## src/rtl/signal_controller_pkg.sv

```systemverilog
// rtl/signal_controller_pkg.sv - shared light codes, states and delay constants for the traffic controller
package signal_controller_pkg;

    typedef enum logic [1:0] {
        RED    = 2'd0,
        YELLOW = 2'd1,
        GREEN  = 2'd2
    } light_t;

    typedef enum logic [2:0] {
        S0 = 3'd0,  // highway green
        S1 = 3'd1,  // highway yellow
        S2 = 3'd2,  // all red
        S3 = 3'd3,  // country green
        S4 = 3'd4   // country yellow
    } state_t;

    localparam int DEF_Y2R_DELAY = 3;
    localparam int DEF_R2G_DELAY = 2;
    localparam int DLY_W         = 8;

    function automatic light_t hwy_of(input state_t s);
        case (s)
            S0:      return GREEN;
            S1:      return YELLOW;
            default: return RED;
        endcase
    endfunction

    function automatic light_t cntry_of(input state_t s);
        case (s)
            S3:      return GREEN;
            S4:      return YELLOW;
            default: return RED;
        endcase
    endfunction

endpackage

```

## src/rtl/signal_timer.sv

```systemverilog
// rtl/signal_timer.sv - dwell counter that flags the last cycle of a timed state
module signal_timer
    import signal_controller_pkg::*;
(
    input  logic             clk,
    input  logic             clear,
    input  logic             restart,
    input  logic [DLY_W-1:0] delay,
    output logic             done
);

    logic [DLY_W-1:0] cnt_q;
    logic [DLY_W-1:0] cnt_d;

    // done marks the final cycle of the dwell, so the owner leaves on this edge
    assign done = (cnt_q == delay - DLY_W'(1));

    // count up from zero after each restart; hold once the end is reached
    always_comb begin
        cnt_d = cnt_q;
        if (restart) begin
            cnt_d = '0;
        end else if (!done) begin
            cnt_d = cnt_q + DLY_W'(1);
        end
    end

    // counter register with synchronous clear
    always_ff @(posedge clk) begin
        if (clear) begin
            cnt_q <= '0;
        end else begin
            cnt_q <= cnt_d;
        end
    end

endmodule

```

## src/rtl/signal_controller.sv

```systemverilog
// rtl/signal_controller.sv - highway/country-road traffic light Moore FSM
module signal_controller
    import signal_controller_pkg::*;
#(
    parameter int Y2R_DELAY = DEF_Y2R_DELAY,
    parameter int R2G_DELAY = DEF_R2G_DELAY
) (
    output logic [1:0] hwy,
    output logic [1:0] cntry,
    input  logic       x,
    input  logic       clear,
    input  logic       clk
);

    localparam logic [DLY_W-1:0] Y2R_CYC = DLY_W'(Y2R_DELAY);
    localparam logic [DLY_W-1:0] R2G_CYC = DLY_W'(R2G_DELAY);

    state_t           state_q;
    state_t           state_d;
    light_t           hwy_q;
    light_t           hwy_d;
    light_t           cntry_q;
    light_t           cntry_d;
    logic [DLY_W-1:0] dwell;
    logic             restart;
    logic             timer_done;

    // the all-red state uses its own dwell; both yellow states share the other
    always_comb begin
        dwell = (state_q == S2) ? R2G_CYC : Y2R_CYC;
    end

    // a state change restarts the dwell count so every entry starts at zero
    assign restart = (state_d != state_q);

    signal_timer u_timer (
        .clk     (clk),
        .clear   (clear),
        .restart (restart),
        .delay   (dwell),
        .done    (timer_done)
    );

    // next state and the light codes that go with it
    always_comb begin
        state_d = state_q;
        case (state_q)
            S0:      if (x)          state_d = S1;
            S1:      if (timer_done) state_d = S2;
            S2:      if (timer_done) state_d = S3;
            S3:      if (!x)         state_d = S4;
            S4:      if (timer_done) state_d = S0;
            default:                 state_d = S0;
        endcase
        hwy_d   = hwy_of(state_d);
        cntry_d = cntry_of(state_d);
    end

    // state and registered light outputs; clear forces highway green
    always_ff @(posedge clk) begin
        if (clear) begin
            state_q <= S0;
            hwy_q   <= GREEN;
            cntry_q <= RED;
        end else begin
            state_q <= state_d;
            hwy_q   <= hwy_d;
            cntry_q <= cntry_d;
        end
    end

    assign hwy   = hwy_q;
    assign cntry = cntry_q;

endmodule

```

## config.mk

```make
export PLATFORM = sky130hd
export DESIGN_NAME = signal_controller
export DESIGN_NICKNAME = d
export VERILOG_FILES = /design/src/rtl/signal_controller_pkg.sv /design/src/rtl/signal_timer.sv /design/src/rtl/signal_controller.sv
export SDC_FILE = /design/constraint.sdc
export NUM_CORES = 1
export LEC_CHECK = 0
export BUFFER_PORTS_ARGS = -buffer_cell sky130_fd_sc_hd__buf_4
export CORE_MARGIN = 2
export CORE_UTILIZATION = 55
export DETAILED_ROUTE_END_ITERATION = 8
export PLACE_DENSITY = 0.75
export SLEW_MARGIN = 20
export SYNTH_ARGS = -nofsm -noshare
export SYNTH_HDL_FRONTEND = slang
export SYNTH_SLANG_ARGS = --single-unit
```

## constraint.sdc

```tcl
create_clock -name clk -period 2.3 [get_ports clk]
set_clock_uncertainty 0.1 [all_clocks]
set_input_delay 0.345 -clock clk [delete_from_list [all_inputs] [get_ports clk]]
set_output_delay 0.345 -clock clk [all_outputs]
set_load 0.05 [all_outputs]
```

==> results.toml <==
[global_routing]
grt_pass1_wl_um = 2580
met1_usage = 0.255
busiest_layer = "met2"
grt_start_max_net_pins = 11
grt_usage = 0.193
grt.met2_usage = 0.297
grt-ovfl-total = 0
antenna_found_initial = 0
grt_use_met3 = 0.0783
grt_pass1_vias = 573

[clock_tree]
cts_buffers = 3
cts_hold_buffers = 0
clk_latency_ns = 0.29
post-cts-setup-buffers = 0
clock_sinks = 15
cts_buffer_depth = 2
path_clk_slew_ns = 0.08
cts_resized = 0
root_buffer = "clkbuf_4"
cts.htree.levels = 1
cts_tree = "built"

[placement]
dp.cells = 102
numPortBuffers = 6
place_area_um2 = 828
dp_hpwl_um = 1080
routabilityCongestion = 0.914

[worst_hold_path]
min_to = "state_q[2]"
whs_path_depth = 2
hp-start = "clear"
hold_path_class = "input pin to register"

[final_layout]
antenna_cells = 0
drive_gt1_frac = 0.176
final_common_cell = "dfxtp_1"
final-instance-count-excl-fill = 106
syn_to_final_growth_pct = 9.11
final_area_um2 = 855
fin_nets = 96
final_cell_mix = "dfxtp_1, nor2_1, buf_4"

[pwr]
p_per_area_nw_per_um2 = 885
ir_drop_mv = 0.532
leakage_nw = 0.323

[sta]
hold_viol = 0
fin_crit_sh = 0.843
setup-violations-final = 0
rsz0062_at_grt = "false"
fin_setup_tns_ns = 0
fmax_ghz = 0.516
relSlewSlack = 0.740
period_needed_ns = 1.94
report.final.slew_viol_count = 0
worst_slew_pin_slew_ns = 0.379

[setup_path]
path_buf_inv = 0
cp_cell_sequence = "nor3b_2, nand4_1, o211a_4, mux2i_1, nor2b_1"
required_ns = 2.37
r2r_slack_ns = 0.36
cp_slowest_cell = "dfxtp_1"
r2r-end = "u_timer.cnt_q[5]"
critical_path_depth = 5
cp_max_fo = 10
r2r-start = "state_q[1]"
setup.worst_path.end_class = "register"
startpoint_type = "register"
path_delay_family = "simple AND/OR/NAND/NOR gates"
crit_type = "register to register"
cp_slowest_stage_delay_ns = 0.54
ff2ff_path_depth = 5
worstPathArrival_ns = 2.01

[die]
core_um2 = 1320
die_height_um = 41.7
rows = 13
ios = 7
die_width_um = 41.7
initial_utilization = 0.594
die_area_um2 = 1740

[drt]
dr.pass1.iters = 4
drc_errors = 0
postRouteAntennaNets = 0
num_vias = 633
wl_per_cell_um = 13.7
drt-total-wl_um = 1450
via_per_inst = 5.97
drtIter0Drc = 13

[yosys]
yosys.area.top_type = "dfxtp_1"
synth_area_um2 = 783
ys_seq_elements = 15
syn_nets = 89
synthDistinctLibCells = 36
ys_top_cells_by_area = "dfxtp_1, nor2_1, xor2_1, nor2b_1, xnor2_1"
syn_inst = 85
ys_warn_count = 0
synth_top_area_share = 0.383
avgSynthCellArea_um2 = 9.21
ys_seq_area_frac = 0.383

[status]
run_status = "completed"

[run]
cap_viol_max_count = 0
cell families (layout without fill, tap and decap cells):
kind of cell / Yosys count / after routing / synth area share
and+or+nand+nor: 33 / 33 / 0.243
adders and majority gates: 1 / 1 / 0.0160
buffers and inverters: 8 / 14 / 0.0431
muxes: 2 / 2 / 0.0303
DFF: 15 / 15 / 0.383
xor gates and xnor gates: 7 / 7 / 0.0783
AOI/OAI and AO/OA: 19 / 19 / 0.206
registers in the layout (all words and copies together), names as in the netlist:
register	flops
cntry	2
hwy	2
state_q	3
u_timer.cnt_q	8
synthesized netlist by cell type (all sizes together):
cell type / count
a2111o: 1
a2111oi: 1
a211oi: 2
a21o: 1
a21oi: 2
a221oi: 1
a22oi: 1
a31o: 1
a31oi: 2
a32oi: 1
and2: 1
and3: 1
and4: 1
buf: 3
clkbuf: 1
dfxtp: 15
ha: 1
inv: 4
mux2i: 2
nand2: 3
nand2b: 2
nand3: 3
nand4: 2
nor2: 11
nor2b: 5
nor3: 1
nor3b: 1
nor4: 2
o211a: 1
o21a: 1
o21ai: 3
o32a: 1
xnor2: 3
xor2: 4
metrics by stage:
step | total power [mW] | worst slack, ns | hold slack [ns] | util
3_5_place_dp | 0.611 | 0.389 | 0.443 | 0.629
3_3_place_gp | 0.607 | 0.413 | 0.404 | 0.629
6_report | 0.756 | 0.361 | 0.196 | 0.649
4_1_cts | 0.761 | 0.373 | 0.191 | 0.649
5_1_grt | 0.806 | 0.191 | 0.212 | 0.649
2_1_floorplan | 0.555 | 0.634 | 0.380 | -
final cells by class:
class	count	area, µm²
fillers	113	463
multi-input cells	62	449
flip-flops and latches	15	300
repair buffers	6	45.0
clock buffers	4	26.3
well taps	15	18.8
inverters	4	15.0
power by group:
part / total (mW) / switching [mW] / leakage (nW) / internal [mW]
registers: 0.343 / 0.0512 / 0.122 / 0.292
clock network: 0.148 / 0.0808 / 0.0150 / 0.0675
logic: 0.265 / 0.146 / 0.185 / 0.119
worst max-delay path by stage:
stage,startpoint,to,slack [ns]
after CTS,state_q[1],u_timer.cnt_q[5],0.37
after global routing,state_q[1],u_timer.cnt_q[5],0.19
final,state_q[1],u_timer.cnt_q[5],0.36
after detailed placement,state_q[1],u_timer.cnt_q[6],0.39
after global placement,u_timer.cnt_q[2],u_timer.cnt_q[7],0.41
after floorplan,u_timer.cnt_q[2],u_timer.cnt_q[2],0.63
routing by layer:
layer  part of all wire  wire length [µm]
met1               0.47               679
met2               0.48               697
met3              0.041                59
met4              0.011                16
met5                  0                 0
worst reg2reg max path, cell delays in order, from the launching register on:
cell and delay, ns:
dfxtp_1 0.54, nor3b_2 0.39, nand4_1 0.16, o211a_4 0.20, mux2i_1 0.34, nor2b_1 0.09
Note: power is estimated with default switching activity, not from simulation.
